## src/rtl/hcsr04_pkg.sv

```systemverilog
// hcsr04_pkg: shared state encoding and default timing constants for the HC-SR04 echo generator
package hcsr04_pkg;

    localparam int ECHO_W           = 24;
    localparam int DIST_W           = 14;
    localparam int TRIG_MIN_CYC_DEF = 1000;
    localparam int BURST_CYC_DEF    = 20000;
    localparam int CYC_PER_MM_DEF   = 588;
    localparam int MAX_MM_DEF       = 4000;
    localparam int TIMEOUT_CYC_DEF  = 3800000;
    localparam int HOLDOFF_CYC_DEF  = 1000000;

    typedef enum logic [2:0] {
        S_IDLE,
        S_TRIG_HI,
        S_BURST,
        S_ECHO,
        S_HOLDOFF
    } state_e;

endpackage

```

## src/rtl/hcsr04_echo_gen_trig_qual.sv

```systemverilog
// trig_qual: synchronizes trig, detects edges and measures the high width against the minimum
module trig_qual import hcsr04_pkg::*; #(
    parameter int TRIG_MIN_CYC = TRIG_MIN_CYC_DEF
) (
    input  logic clk,
    input  logic rst_n,
    input  logic trig_i,
    input  logic idle_i,
    input  logic meas_i,
    output logic start_o,
    output logic accept_o,
    output logic reject_o
);

    localparam int CW = $clog2(TRIG_MIN_CYC + 1);

    logic [1:0]    sync_q;
    logic          prev_q;
    logic          trig_s;
    logic          sat;
    logic [CW-1:0] cnt_q, cnt_d;

    assign trig_s   = sync_q[1];
    assign sat      = cnt_q >= CW'(TRIG_MIN_CYC);
    assign start_o  = idle_i & trig_s & ~prev_q;
    assign accept_o = meas_i & ~trig_s & sat;
    assign reject_o = meas_i & ~trig_s & ~sat;

    // Width counter: restart at 1 on a fresh rise, saturate at the minimum, clear on the fall
    always_comb begin
        cnt_d = start_o                  ? CW'(1)
              : (meas_i && trig_s && !sat) ? cnt_q + CW'(1)
              : (meas_i && !trig_s)      ? '0
              : cnt_q;
    end

    // Two-flop synchronizer, edge-detect history and width counter
    always_ff @(posedge clk or negedge rst_n) begin
        if (!rst_n) begin
            sync_q <= '0;
            prev_q <= 1'b0;
            cnt_q  <= '0;
        end else begin
            sync_q <= {sync_q[0], trig_i};
            prev_q <= trig_s;
            cnt_q  <= cnt_d;
        end
    end

endmodule

```

## src/rtl/hcsr04_echo_gen.sv

```systemverilog
// hcsr04_echo_gen: HC-SR04 responder producing a distance-coded echo pulse after a qualified trig
module hcsr04_echo_gen import hcsr04_pkg::*; #(
    parameter int TRIG_MIN_CYC = TRIG_MIN_CYC_DEF,
    parameter int BURST_CYC    = BURST_CYC_DEF,
    parameter int CYC_PER_MM   = CYC_PER_MM_DEF,
    parameter int MAX_MM       = MAX_MM_DEF,
    parameter int TIMEOUT_CYC  = TIMEOUT_CYC_DEF,
    parameter int HOLDOFF_CYC  = HOLDOFF_CYC_DEF
) (
    input  logic              clk,
    input  logic              rst_n,
    input  logic              trig,
    input  logic [DIST_W-1:0] dist_mm,
    output logic              echo,
    output logic              busy,
    output logic              trig_err
);

    state_e              state_q, state_d;
    logic [DIST_W-1:0]   dist_q;
    logic [ECHO_W-1:0]   len_q, cnt_q, cnt_d;
    logic                start, accept, reject;
    logic                in_range;
    logic                first_burst;

    trig_qual #(.TRIG_MIN_CYC(TRIG_MIN_CYC)) u_qual (
        .clk      (clk),
        .rst_n    (rst_n),
        .trig_i   (trig),
        .idle_i   (state_q == S_IDLE),
        .meas_i   (state_q == S_TRIG_HI),
        .start_o  (start),
        .accept_o (accept),
        .reject_o (reject)
    );

    assign in_range    = (dist_q != '0) && (int'(dist_q) <= MAX_MM);
    assign first_burst = (state_q == S_BURST) && (cnt_q == ECHO_W'(BURST_CYC - 1));

    // Sequencer: one shared down-counter times BURST, ECHO and HOLDOFF in turn
    always_comb begin
        state_d = state_q;
        cnt_d   = cnt_q;
        case (state_q)
            S_IDLE:    state_d = start ? S_TRIG_HI : S_IDLE;
            S_TRIG_HI: begin
                state_d = accept ? S_BURST : reject ? S_IDLE : S_TRIG_HI;
                cnt_d   = accept ? ECHO_W'(BURST_CYC - 1) : cnt_q;
            end
            S_BURST: begin
                state_d = (cnt_q == '0) ? S_ECHO : S_BURST;
                cnt_d   = (cnt_q == '0) ? len_q - ECHO_W'(1) : cnt_q - ECHO_W'(1);
            end
            S_ECHO: begin
                state_d = (cnt_q == '0) ? S_HOLDOFF : S_ECHO;
                cnt_d   = (cnt_q == '0) ? ECHO_W'(HOLDOFF_CYC - 1) : cnt_q - ECHO_W'(1);
            end
            S_HOLDOFF: begin
                state_d = (cnt_q == '0) ? S_IDLE : S_HOLDOFF;
                cnt_d   = (cnt_q == '0) ? '0 : cnt_q - ECHO_W'(1);
            end
            default:   state_d = S_IDLE;
        endcase
    end

    // State, counter, distance latch and the single-stage echo length multiply
    always_ff @(posedge clk or negedge rst_n) begin
        if (!rst_n) begin
            state_q <= S_IDLE;
            cnt_q   <= '0;
            dist_q  <= '0;
            len_q   <= '0;
        end else begin
            state_q <= state_d;
            cnt_q   <= cnt_d;
            if (accept)
                dist_q <= dist_mm;
            if (first_burst)
                len_q <= in_range ? ECHO_W'(dist_q) * ECHO_W'(CYC_PER_MM) : ECHO_W'(TIMEOUT_CYC);
        end
    end

    // Registered outputs trail the state by one cycle, so relative pulse timing is exact
    always_ff @(posedge clk or negedge rst_n) begin
        if (!rst_n) begin
            echo     <= 1'b0;
            busy     <= 1'b0;
            trig_err <= 1'b0;
        end else begin
            echo     <= state_q == S_ECHO;
            busy     <= state_q inside {S_BURST, S_ECHO, S_HOLDOFF};
            trig_err <= reject;
        end
    end

endmodule

```

## config.mk

```make
export PLATFORM = sky130hd
export DESIGN_NAME = hcsr04_echo_gen
export DESIGN_NICKNAME = d
export VERILOG_FILES = /design/src/rtl/hcsr04_pkg.sv /design/src/rtl/hcsr04_echo_gen_trig_qual.sv /design/src/rtl/hcsr04_echo_gen.sv
export SDC_FILE = /design/constraint.sdc
export NUM_CORES = 1
export LEC_CHECK = 0
export CAP_MARGIN = 30
export CORE_UTILIZATION = 50
export CTS_CLUSTER_SIZE = 24
export DETAILED_ROUTE_END_ITERATION = 6
export PLACE_DENSITY = 0.71
export SYNTH_ARGS = -nofsm -noshare
export SYNTH_HDL_FRONTEND = slang
export SYNTH_SLANG_ARGS = --single-unit
export TNS_END_PERCENT = 100
```

## constraint.sdc

```tcl
create_clock -name clk -period 10.7 [get_ports clk]
set_input_delay 2.14 -clock clk [delete_from_list [all_inputs] [get_ports clk]]
set_output_delay 2.14 -clock clk [all_outputs]
set_load 0.01 [all_outputs]
```

After elaboration in Yosys (flattened, before gate mapping)
Index checks and enable logic that the tools add are counted.
Storage, ports and cells
  output and inout port bits: 3
  register bits after elaboration: 81
  input bits: 17
  logic and storage cells: 60
Operators by class
  bitwise gates (word level): 8
  reduce and logical (&&, ||, !) cells: 14
  equality and inequality tests: 6
  add/subtract/negate cells: 3
  muxes and demuxes: 16
  $mul: 1
  order comparisons: 2
Operators by type and width (number)
  24-bit two-way mux: 5
  24-bit case mux with 4 select lines: 1
  24-bit by 1-bit subtractor with 24-bit output, second input constant: 2
  10-bit two-way mux: 3
  24-bit by 15-bit equality test with 1-bit output, second input constant: 1
  24-bit zero test: 1
  14-bit by 8-bit multiplier with 22-bit output, second input constant: 1
  3-bit case mux with 5 select lines: 1
  14-bit by 12-bit less-or-equal comparator with 1-bit output, second input constant: 1
  14-bit nonzero test: 1
  10-bit by 1-bit adder with 10-bit output, second input constant: 1
  10-bit greater-or-equal comparator, second input constant: 1
  3-bit by 2-bit equality test with 1-bit output, second input constant: 2
  3-bit two-way mux: 2
  3-bit nonzero test: 2
  1-bit AND: 5
  1-bit logical AND: 5
  4-bit nonzero test: 1
  3-bit by 1-bit equality test with 1-bit output, second input constant: 1
  3-bit equality test, second input constant: 1
  3-bit zero test: 1
  1-bit two-way mux: 3
  1-bit inverter: 3
  1-bit zero test: 2
  3 further kinds: 3

Depth between registers and ports, before layout
Gate-level depths: netlist of the first run.
  word-level depth: 6
  gate-level depth with buffers: 14
  depth with buffers taken out: 14

By module
A second synthesis of the first run with hierarchy kept.
Second synthesis, totals
  cell total of the unflattened synthesis: 722
  area, all modules: 6309.8 µm²
Modules (own cells, without submodules)
  hcsr04_echo_gen: sequential area each 1651.6 µm², area each 5590.4 µm², cells each 653, times used 1
  trig_qual: sequential area each 325.3 µm², area each 719.4 µm², cells each 69, times used 1

Worst setup path before layout of the first run
Ideal clock, no wire load.
  kind: register -> register
  from: register dist_q[5]
  to: register len_q[23]
  stages on the path, launching flop included: 14
  path buffers: 1
  slack: 7.233 ns
  library setup time: 0.142 ns
  data arrival time: 3.324 ns
  period minus slack after synthesis: 3.467 ns
  data required time: 10.558 ns
  cells stage by stage: dfrtp_1 ha_1 fa_1 inv_1 fa_1 inv_1 ha_1 clkbuf_1 a21oi_1 o21ai_0 a21oi_1 o21ai_0 a221oi_1 o31ai_1
On the way
  word-level cells in the longest chain between the ends: 3
  elaborated cells between the ends (all ways): 5
  those cells by class: mul: 1; order compare: 1; mux: 1; reduce/logical: 2
Ends and longest elaborated chain
  start, declared: RTL line hcsr04_echo_gen.sv:20  | logic [DIST_W-1:0] dist_q;
  start signal, assigned: RTL line hcsr04_echo_gen.sv:77  | dist_q <= dist_mm;
  parallel branches: the longest is 2 deep, another holds 14-bit by 8-bit multiplier with 22-bit output
  24-bit two-way mux (*): RTL line hcsr04_echo_gen.sv:79  | len_q <= in_range ? ECHO_W'(dist_q) * ECHO_W'(CYC_PER_MM) : ECHO_W'(TIMEOUT_CYC);
  end signal, assigned: RTL line hcsr04_echo_gen.sv:79
  end, declared: RTL line hcsr04_echo_gen.sv:21  | logic [ECHO_W-1:0] len_q, cnt_q, cnt_d;
Every way passes the cells marked *.
A chain may end at the register's enable or synchronous reset.

Final worst setup path of the first run
Ends and elaborated chain as after synthesis.

==> results by group, run 1 <==
Cells and area
  • Layout cell share with drive strength beyond 1: 0.0529
  • Finished Cell Area: 0.00701 sq mm
  • Non-Filler Instances: 905
  • Layout Nets: 841
  • Layout area overhead: 9.93%
  • Final antenna diode count: 0

Drt
  • Final wirelength: 14100 microns
  • ANT nets after route: 0
  • TritonRoute pass-1 iters: 5
  • Vias: 5218
  • Wire per inst: 15.6 microns
  • Drt first-iter violations: 372
  • Vias per cell: 5.77
  • DRC viols: 0

GRT
  • Pin count of the biggest net entering global routing: 46
  • Global-route wire length before repair: 24500 microns
  • Gr usage total: 0.236
  • Global route overflow: 0
  • Initial antenna violation count: 0
  • Number of global-route vias before repair: 5135

Timing
  • Fin crit share: 0.353
  • RSZ-0062 raised after global routing: false
  • Layout Skew: 9.19 ps
  • Final TNS setup: 0 ps
  • Slew headroom: 0.416
  • Final critical path time including I/O delays and setup: 3780 ps
  • Least-Margin Pin Slew: 869 ps
  • Final setup vio count: 0
  • Max Fclk: 265 MHz
  • Hold violation total from the final report: 0
  • Final max-slew violation count: 0

Synthesis
  • Asr flop ratio synth: 1.00
  • Top post-synthesis cells by area: dfrtp_1, ha_1, fa_1
  • Cell variety after synth: 61
  • Area of the mapped netlist: 0.00637 sq mm
  • Post-synthesis sequential area ratio: 0.310
  • Synth warnings: 0
  • Top FF cell, synth: dfrtp_1
  • Syn avg cell area: 8.84 sq um
  • Syn_nets: 829
  • Area share of the largest cell type after synthesis: 0.310
  • Post-Synthesis Cells: 721
  • Synth Register Bits: 79
  • EDFF count, synth: 0
  • Cell taking the most area after synthesis: dfrtp_1

Worst setup path
  • Critical path peak fanout: 8
  • Crit Path Class: reg -> reg
  • CP startpoint kind: flop
  • Critical Path AT: 3990 ps
  • R2R setup slack: 6920 ps
  • Crit path launch: dist_q[5]
  • Worst path max stage delay: 530 ps
  • R2R Path End: len_q[23]
  • R2R cell count: 12
  • R2r startpoint: dist_q[5]
  • Worst setup EP type: flop
  • Critical path's slowest cell: fa_1
  • WP data required: 10920 ps
  • CP Cell Sequence: ha_1, fa_1, inv_1, fa_1, inv_1, ha_1, a21oi_1, o21ai_0, a21oi_1, o21ai_0, a221oi_1, o31ai_1

Placed design
  • Final GP Congestion: 0.928
  • Area post-placement: 0.00669 sq mm
  • Detail Placement HPWL: 10800 microns
  • I/O Buffers: 19
  • Placed Instances: 889

Pwr
  • P_sw: 0.144 mW
  • Cell-internal power: 0.499 mW
  • Pwr Total: 0.643 mW
  • Switching Fraction: 0.223
  • Combinational fraction of design power: 0.040
  • Peak supply drop: 0.0716 mV
  • Reg power frac: 0.477
  • Clock share of power: 0.483
  • Power Dens Cells: 91.7 mW/mm^2
  • Pleak: 3.51 nW

Clock tree
  • Clock Path Buffers: 2
  • CTS H-tree depth: 3
  • Clock-pin slew on the worst setup and hold paths: 60 ps
  • CTS tree: done
  • Post-CTS setup buffers: 0
  • CTS sink cnt: 79
  • Post-CTS sizing: 0
  • Post-CTS Hold Buffers: 0
  • CTS buffer count: 9
  • Root buf cell: clkbuf_16
  • Clk_lat worst skew: 350 ps

Floorplan
  • # IOs: 20
  • Starting Density: 0.522
  • Core footprint: 0.0122 sq mm
  • Row Count: 40
  • Die area: 0.0132 sq mm
  • Chip Width: 115 microns
  • Die Height: 115 microns

Hold path
  • Endpoint, Worst Hold: u_qual.sync_q[1]
  • Worst hold path type: reg -> reg
  • Hold path start: u_qual.sync_q[0]
  • Hold Path Depth: 0

Run status
  • Status: complete, no violations

Flow run
  • Max Cap Violations: 0
[final cells by class]
class,instances,area (sq um)
sequential,79,1980
fill,1114,5200
multi-input combinational,543,3990
timing repair buffer,24,250
inverter,76,285
clock buffer,10,239
clock inverter,5,58.8
tap,168,210
[per-stage QoR]
stage | worst slack (ps) | hold WS (ps) | utilization
after CTS | 6970 | 348 | 0.573
final | 6920 | 345 | 0.574
after detailed placement | 6990 | 337 | 0.548
after global placement | 7050 | 333 | 0.545
after floorplan | 7230 | 331 | -
after global routing | 6760 | 359 | 0.574
[state kept, by name, indices dropped and copies added (netlist names)]
register       count
u_qual.cnt_q      10
u_qual.prev_q      1
state_q            3
len_q             22
echo               1
dist_q            14
trig_err           1
u_qual.sync_q      2
busy               1
cnt_q             24
[layer usage]
layer	GRT usage	routed length (microns)	up-vias
met4	0.0788	282	0
met3	0.0564	638	24
met5	0	0	-
li1	-	-	2561
met1	0.297	6450	2494
met2	0.400	6750	139
[cells by family (layout without fill, tap and decap cells)]
| family | Yosys count | after routing | share of synthesized area |
|---|---|---|---|
| XOR/XNOR | 41 | 41 | 0.0563 |
| buffers and inverters | 99 | 115 | 0.0644 |
| flip-flops | 79 | 79 | 0.310 |
| AO/OA/AOI/OAI | 187 | 187 | 0.186 |
| AND/OR/NAND/NOR | 224 | 224 | 0.184 |
| adder cells (fa/ha/maj) | 91 | 91 | 0.200 |
[synthesized netlist by cell type (all sizes together), types with 8 or more instances]
| master | instances |
|---|---|
| dfrtp | 79 |
| inv | 76 |
| ha | 73 |
| o21ai | 63 |
| nand2 | 58 |
| nor2 | 52 |
| a21oi | 41 |
| nor3 | 24 |
| xnor2 | 23 |
| fa | 18 |
| nand3 | 18 |
| xor2 | 18 |
| clkbuf | 14 |
| nor4 | 14 |
| a21o | 11 |
| a31oi | 9 |
| and3 | 9 |
| buf | 9 |
| nand2b | 9 |
| o21a | 9 |
| o31ai | 8 |
[worst max-delay path: cells and delay by family (launching register included)]
family / cells / cell delay, ps
flip-flops: 1 / 470
AO/OA/AOI/OAI: 6 / 1270
buffers and inverters: 2 / 90
adder cells (fa/ha/maj): 4 / 1800
[power groups by stage]
stage                     Combinational (mW)  Clock (mW)  Sequential (mW)
after floorplan                       0.0120           0            0.310
after global placement                0.0242           0            0.312
after detailed placement              0.0260           0            0.312
after CTS                             0.0262       0.318            0.307
after global routing                  0.0296       0.333            0.307
final                                 0.0256       0.310            0.307
[cell usage in the layout, fill, tap and decap left out, drive strengths merged, types with 4 or more instances in the layout]
cell,n
a211o,5
a21o,11
a21oi,41
a31o,4
a31oi,9
and2,4
and3,9
buf,6
clkbuf,10
clkdlybuf4s50,18
dfrtp,79
fa,18
ha,73
inv,76
nand2,58
nand2b,9
nand3,18
nand4,6
nor2,52
nor2b,5
nor3,24
nor4,14
o211ai,4
o21a,9
o21ai,63
o221ai,5
o22ai,4
o31ai,8
or2,5
or3,6
or4,5
xnor2,23
xor2,18
[how the worst max path moves through the flow]
| stage | slack, ps | to | cells past startpoint |
|---|---|---|---|
| detailed placement | 6990 | len_q[23] | 12 |
| floorplan | 7230 | len_q[23] | 13 |
| global placement | 7050 | len_q[20] | 14 |
| global route | 6760 | len_q[23] | 12 |
| finish | 6920 | len_q[23] | 12 |
| CTS | 6970 | len_q[23] | 12 |
Power figures use the tool's default switching activity.
==> run 2: changes to the inputs <==
==> constraint.sdc (replaced) <==
create_clock -name clk -period 3.75 [get_ports clk]
set_input_delay 0.75 -clock clk [delete_from_list [all_inputs] [get_ports clk]]
set_output_delay 0.75 -clock clk [all_outputs]
set_load 0.01 [all_outputs]
==> run 2 against run 1 <==
  * Worst hold slack got worse by 19 ps
  * Largest power group is now registers
  * Non-clock buffer count increased by 17
  * Sequential power grew to 2.8 times the previous value
  * Highest routed layer unchanged
  * Die area did not move
  * Sequential cell count stayed put
  * Total power rose to 2.8 times the previous value
  * Critical path type unchanged
  * Design area is 3.1% higher
  * Critical endpoint is now len_q[20]
  * Combinational power grew to 3.1 times the previous value
  * First-iteration DRC count fell by 14%
==> results by group, run 2 (synthesis gave the netlist of run 1 again) <==
Drt
  • DRC viols: 0 (unchanged)
  • Final wirelength: 14900 microns (+5.4%)
  • Vias per cell: 5.77 (about the same)
  • TritonRoute pass-1 iters: 5 (unchanged)
  • ANT nets after route: 0 (unchanged)
  • Drt first-iter violations: 319 (-14%)
  • Vias: 5314 (+1.8%)
  • Wire per inst: 16.2 microns (+3.6%)

Worst setup path
  • Critical Path AT: 3800 ps (-190 ps)
  • WP data required: 3940 ps (-6980 ps)
  • Stages on worst setup path: 13 (+1)
  • CP startpoint kind: flop
  • Worst path top cell family by delay: adder cells
  • Worst Path Buf+Inv: 2 (unchanged)
  • Critical path's slowest cell: fa_1
  • R2R cell count: 13 (+1)
  • Crit Path Class: reg -> reg
  • CP Cell Sequence: ha_1, inv_1, fa_1, fa_1, inv_1, ha_4, o21a_1, o211ai_1, a21oi_2, a31o_2, a31oi_2, xor2_1, a31oi_1
  • Worst setup EP type: flop
  • Critical path peak fanout: 5 (-3)
  • Worst path max stage delay: 540 ps (about the same)

Placed design
  • Detail Placement HPWL: 11000 microns (+2.5%)
  • Final GP Congestion: 0.945 (+1.8%)
  • I/O Buffers: 19 (unchanged)
  • Setup WS pre-CTS: 11.3 ps (-6980 ps)
  • Area post-placement: 0.00675 sq mm (+0.90%)

Floorplan
  • Row Count: 40 (unchanged)
  • Core footprint: 0.0122 sq mm (unchanged)
  • Die area: 0.0132 sq mm (unchanged)
  • # IOs: 20 (unchanged)
  • Die Height: 115 microns (unchanged)
  • Starting Density: 0.522 (unchanged)
  • Chip Width: 115 microns (unchanged)

Cells and area
  • Filler Cell Count: 1080 (-3.1%)
  • Max FFs per register: 24 (unchanged)
  • Finished Cell Area: 0.00722 sq mm (+3.1%)
  • Most common cell after layout, fill and taps aside: inv_1
  • Layout Nets: 858 (+2.0%)
  • Final antenna diode count: 0 (unchanged)
  • Layout cell share with drive strength beyond 1: 0.104 (+0.0507)
  • Most frequent cells in the layout: inv_1, dfrtp_1, ha_1
  • Most flop-heavy register: cnt_q
  • Largest regs: cnt_q: 24 flops, len_q: 22 flops, dist_q: 14 flops
  • Layout area overhead: 13.3%
  • Area of the multi-input gates: 0.00409 sq mm (+2.6%)
  • Register area: 0.00199 sq mm (+0.63%)

GRT
  • Most Crowded Layer GR: met2
  • GRT met1 Usage: 0.291 (-0.00558)
  • Number of global-route vias before repair: 5430 (+5.7%)
  • Met2 usage in global routing: 0.435 (+0.0349)
  • Pin count of the biggest net entering global routing: 55 (+20%)
  • Global-route wire length before repair: 25700 microns (+4.9%)
  • Global route overflow: 0 (unchanged)
  • Gr usage total: 0.248 (+0.0119)
  • Met3 Use GR: 0.0669 (+0.0105)
  • Initial antenna violation count: 0 (unchanged)

Timing
  • Hold Slack: 326 ps (-18.6 ps)
  • PnR worst setup slack: 134 ps (-6790 ps)
  • Final critical path time including I/O delays and setup: 3620 ps (-160 ps)
  • Least-Margin Pin Slew: 1000 ps (+135 ps)
  • Final setup vio count: 0 (unchanged)
  • Final max-slew violation count: 0 (unchanged)
  • Final TNS setup: 0 ps (unchanged)
  • Slew headroom: 0.331 (-0.0855)
  • Hold violation total from the final report: 0 (unchanged)
  • Max Fclk: 277 MHz (+4.4%)
  • Fin crit share: 0.964 (+0.611)
  • Layout Skew: 6.28 ps (-2.91 ps)

Clock tree
  • CTS H-tree depth: 3 (unchanged)
  • Root buf cell: clkbuf_16
  • Clock Path Buffers: 2 (unchanged)
  • CTS tree: done
  • CTS buffer count: 9 (unchanged)
  • Clock-pin slew on the worst setup and hold paths: 60 ps (about the same)
  • Clk_lat worst skew: 340 ps (about the same)
  • CTS sink cnt: 79 (unchanged)

Pwr
  • Power Dens Cells: 250 mW/mm^2 (+170%)
  • Pleak: 3.57 nW (+1.8%)
  • Peak supply drop: 0.220 mV (+210%)

Flow run
  • Max Cap Violations: 0 (unchanged)

Run status
  • Status: complete, no violations

Hold path
  • Worst hold path type: in -> async
-- run 2: changes by cell type in the layout (fill, tap and decap cells not counted), sizes merged --
cell,delta
buf,+17
clkbuf,+1
clkinv,-1
clkinvlp,-1
-- run 2: final timing paths --
check | to | slack [ps] | from
setup / recovery | len_q[20] | 130 | dist_q[4]
hold / removal | u_qual.cnt_q[6] | 330 | rst_n
setup reg to reg | len_q[20] | 130 | dist_q[4]
hold reg to reg | u_qual.sync_q[1] | 350 | u_qual.sync_q[0]
max in group asynchronous | len_q[22] | 2840 | rst_n
min in group clk | u_qual.sync_q[1] | 350 | u_qual.sync_q[0]
-- run 2: cell type report --
class,instances,share of cell area
clock buffers,11,0.0322
clock inverters,3,0.00641
inverters,76,0.0395
multi-input cells,543,0.566
flip-flops and latches,79,0.275
well taps,168,0.0291
repair buffers,41,0.0513
-- run 2: timing repair --
| action | CTS | global route |
|---|---|---|
| setup buffers | 0 | 10 |
| pin swaps | 0 | 3 |
| hold buffers | 0 | 0 |
| resized for setup | 1 | 28 |
| gates cloned | 0 | 0 |
| endpoints found under the setup margin | 1 | 8 |
-- run 2: where the power goes --
| part | internal (mW) | switching, mW |
|---|---|---|
| combinational | 0.0349 | 0.0435 |
| clock | 0.510 | 0.347 |
| sequential | 0.861 | 0.0103 |
| total | 1.41 | 0.401 |
-- run 2: per-layer routing --
layer / share of wire / wire, microns
met4: 0.026 / 389
met1: 0.43 / 6460
met5: 0 / 0
met3: 0.046 / 683
met2: 0.49 / 7350
-- run 2: stage by stage --
| stage | utilization | instances | total power [mW] |
|---|---|---|---|
| 2_1_floorplan | - | 721 | 0.919 |
| 3_3_place_gp | 0.550 | 895 | 0.961 |
| 3_5_place_dp | 0.553 | 897 | 0.967 |
| 4_1_cts | 0.576 | 911 | 1.83 |
| 5_1_grt | 0.591 | 921 | 1.88 |
| 6_report | 0.591 | 921 | 1.81 |
-- run 2: worst reg2reg max path, cell delays in order (launching register included) --
cell	delay [ps]
dfrtp_2	460
ha_1	290
inv_1	50
fa_1	520
fa_1	540
inv_1	60
ha_4	270
o21a_1	190
o211ai_1	210
a21oi_2	100
a31o_2	290
a31oi_2	210
xor2_1	170
a31oi_1	100
==> run 3: changes to the inputs <==
--- a/config.mk
+++ b/config.mk
@@ -5,11 +5,11 @@
 export SDC_FILE = /design/constraint.sdc
 export NUM_CORES = 1
 export LEC_CHECK = 0
-export CAP_MARGIN = 30
+export CAP_MARGIN = 15
 export CORE_UTILIZATION = 50
 export CTS_CLUSTER_SIZE = 24
 export DETAILED_ROUTE_END_ITERATION = 6
-export PLACE_DENSITY = 0.71
+export PLACE_DENSITY = 0.67
 export SYNTH_ARGS = -nofsm -noshare
 export SYNTH_HDL_FRONTEND = slang
 export SYNTH_SLANG_ARGS = --single-unit
==> run 3 against run 2 <==
  * Cell count decreased by 0.76%
  * Register-to-register slack hardly changed
  * Routed wire length grew 1.4%
  * Die area stayed put
  * Clock power rose by 13%
  * Critical endpoint is now len_q[22]
  * Critical path type unchanged
  * Critical path depth unchanged
  * Utilization shrank 0.40 points
==> results by group, run 3 (synthesis gave the netlist of run 1 again) <==
Worst setup path
  • R2R setup slack: 130 ps (about the same)
  • Worst path max stage delay: 540 ps (about the same)
  • WP data required: 3930 ps (about the same)
  • CP endpoint: len_q[22]
  • Worst path top cell family by delay: adder cells
  • CP Cell Sequence: ha_1, fa_1, inv_1, fa_1, inv_1, ha_1, buf_4, a31oi_4, o211ai_1, a31o_2, a31oi_1, xor2_1, o31ai_1
  • Critical path peak fanout: 7 (+2)
  • Crit Path Class: reg -> reg
  • Worst setup EP type: flop
  • R2R Path End: len_q[22]
  • Crit path launch: dist_q[5]
  • R2r startpoint: dist_q[5]
  • Worst Path Buf+Inv: 3 (+1)
  • R2R cell count: 13 (unchanged)
  • Critical path's slowest cell: fa_1
  • Stages on worst setup path: 13 (unchanged)
  • Critical Path AT: 3800 ps (about the same)
  • CP startpoint kind: flop

Clock tree
  • Clock-pin slew on the worst setup and hold paths: 60 ps (about the same)
  • CTS tree: done
  • Post-CTS Hold Buffers: 0 (unchanged)
  • Clk_lat worst skew: 350 ps (about the same)
  • Clock Path Buffers: 2 (unchanged)
  • Root buf cell: clkbuf_16
  • CTS buffer count: 9 (unchanged)
  • CTS H-tree depth: 3 (unchanged)
  • CTS sink cnt: 79 (unchanged)

GRT
  • Gr usage total: 0.248 (about the same)
  • Global-route wire length before repair: 25900 microns (+0.78%)
  • Global route overflow: 0 (unchanged)
  • Pin count of the biggest net entering global routing: 80 (+45%)
  • Initial antenna violation count: 0 (unchanged)
  • Number of global-route vias before repair: 5376 (-0.99%)

Drt
  • DRC viols: 0 (unchanged)
  • Vias per cell: 5.77 (about the same)
  • Drt first-iter violations: 434 (+36%)
  • Final wirelength: 15100 microns (+1.4%)
  • Vias: 5272 (-0.79%)
  • Wire per inst: 16.5 microns (+2.2%)
  • ANT nets after route: 0 (unchanged)
  • TritonRoute pass-1 iters: 5 (unchanged)

Placed design
  • Setup WS pre-CTS: 43.7 ps (+32.4 ps)
  • Placed Instances: 894 (-0.33%)
  • I/O Buffers: 19 (unchanged)
  • Final GP Congestion: 0.908 (-3.9%)
  • Area post-placement: 0.00671 sq mm (-0.59%)
  • Detail Placement HPWL: 11000 microns (-0.60%)

Pwr
  • Peak supply drop: 0.155 mV (-30%)
  • Pleak: 3.55 nW (-0.66%)
  • Power Dens Cells: 267 mW/mm^2 (+6.8%)
  • Pwr Total: 1.92 mW (+6.1%)

Floorplan
  • Chip Width: 115 microns (unchanged)
  • Starting Density: 0.522 (unchanged)
  • Die area: 0.0132 sq mm (unchanged)
  • Die Height: 115 microns (unchanged)
  • Core footprint: 0.0122 sq mm (unchanged)
  • # IOs: 20 (unchanged)
  • Row Count: 40 (unchanged)

Cells and area
  • Finished Cell Area: 0.00717 sq mm (-0.68%)
  • Non-Filler Instances: 914 (-0.76%)
  • Final antenna diode count: 0 (unchanged)
  • Largest regs: cnt_q: 24 flops, len_q: 22 flops, dist_q: 14 flops
  • Layout Nets: 849 (-1.0%)
  • Most flop-heavy register: cnt_q
  • Most common cell after layout, fill and taps aside: inv_1
  • Most frequent cells in the layout: inv_1, ha_1, dfrtp_1
  • Final Util: 0.588 (-0.00400)
  • Layout cell share with drive strength beyond 1: 0.0938 (-0.00975)
  • Max FFs per register: 24 (unchanged)
  • Filler Cell Count: 1085 (+0.46%)
  • Layout area overhead: 12.6%

Hold path
  • Worst hold path type: reg -> reg
  • Hold Path Depth: 0

Timing
  • PnR worst setup slack: 126 ps (-8.28 ps)
  • Final critical path time including I/O delays and setup: 3620 ps (+8.28 ps)
  • Layout Skew: 10.6 ps (+4.36 ps)
  • Max Fclk: 276 MHz (-0.23%)
  • Fin crit share: 0.966 (+0.00221)
  • Slew headroom: 0.184 (-0.147)
  • Final setup vio count: 0 (unchanged)
  • Hold Slack: 350 ps (+23.6 ps)
  • Least-Margin Pin Slew: 1210 ps (+207 ps)
  • Final TNS setup: 0 ps (unchanged)
  • Final max-slew violation count: 0 (unchanged)
  • Hold violation total from the final report: 0 (unchanged)

Flow run
  • Max Cap Violations: 0 (unchanged)

Run status
  • Status: complete, no violations
==> run 3: worst min path at each step <==
stage | from | endpoint | slack, ps
global route | u_qual.sync_q[0] | u_qual.sync_q[1] | 370
finish | u_qual.sync_q[0] | u_qual.sync_q[1] | 350
global placement | u_qual.sync_q[0] | u_qual.sync_q[1] | 330
detailed placement | u_qual.sync_q[0] | u_qual.sync_q[1] | 340
CTS | u_qual.sync_q[0] | u_qual.sync_q[1] | 350
floorplan | u_qual.sync_q[0] | u_qual.sync_q[1] | 330
==> run 3: report_power, final <==
group	internal [mW]	total (mW)	switching, mW
logic	0.0320	0.0770	0.0450
registers	0.861	0.872	0.0109
clock network	0.588	0.969	0.381
==> run 3: layout make-up <==
type / count / area, sq um / share of cell area
Multi-Input combinational cell: 543 / 4080 / 0.569
Timing Repair Buffer: 32 / 285 / 0.0398
Clock inverter: 6 / 92.6 / 0.0129
Tap cell: 168 / 210 / 0.0293
Clock buffer: 10 / 229 / 0.0319
Inverter: 76 / 285 / 0.0398
Sequential cell: 79 / 1990 / 0.277
==> run 3: metal layers <==
layer	up-vias	GRT usage	part of all wire
met5	-	0	0
met4	0	0.118	0.027
met3	28	0.0348	0.039
met2	138	0.422	0.49
met1	2526	0.312	0.45
li1	2580	-	-
==> run 3: timing repair <==
item                                    CTS  global route
endpoints found under the setup margin    1             7
pin swaps                                 0             1
gates cloned                              0             0
buffers inserted                          0             4
gates resized for setup                   1            25
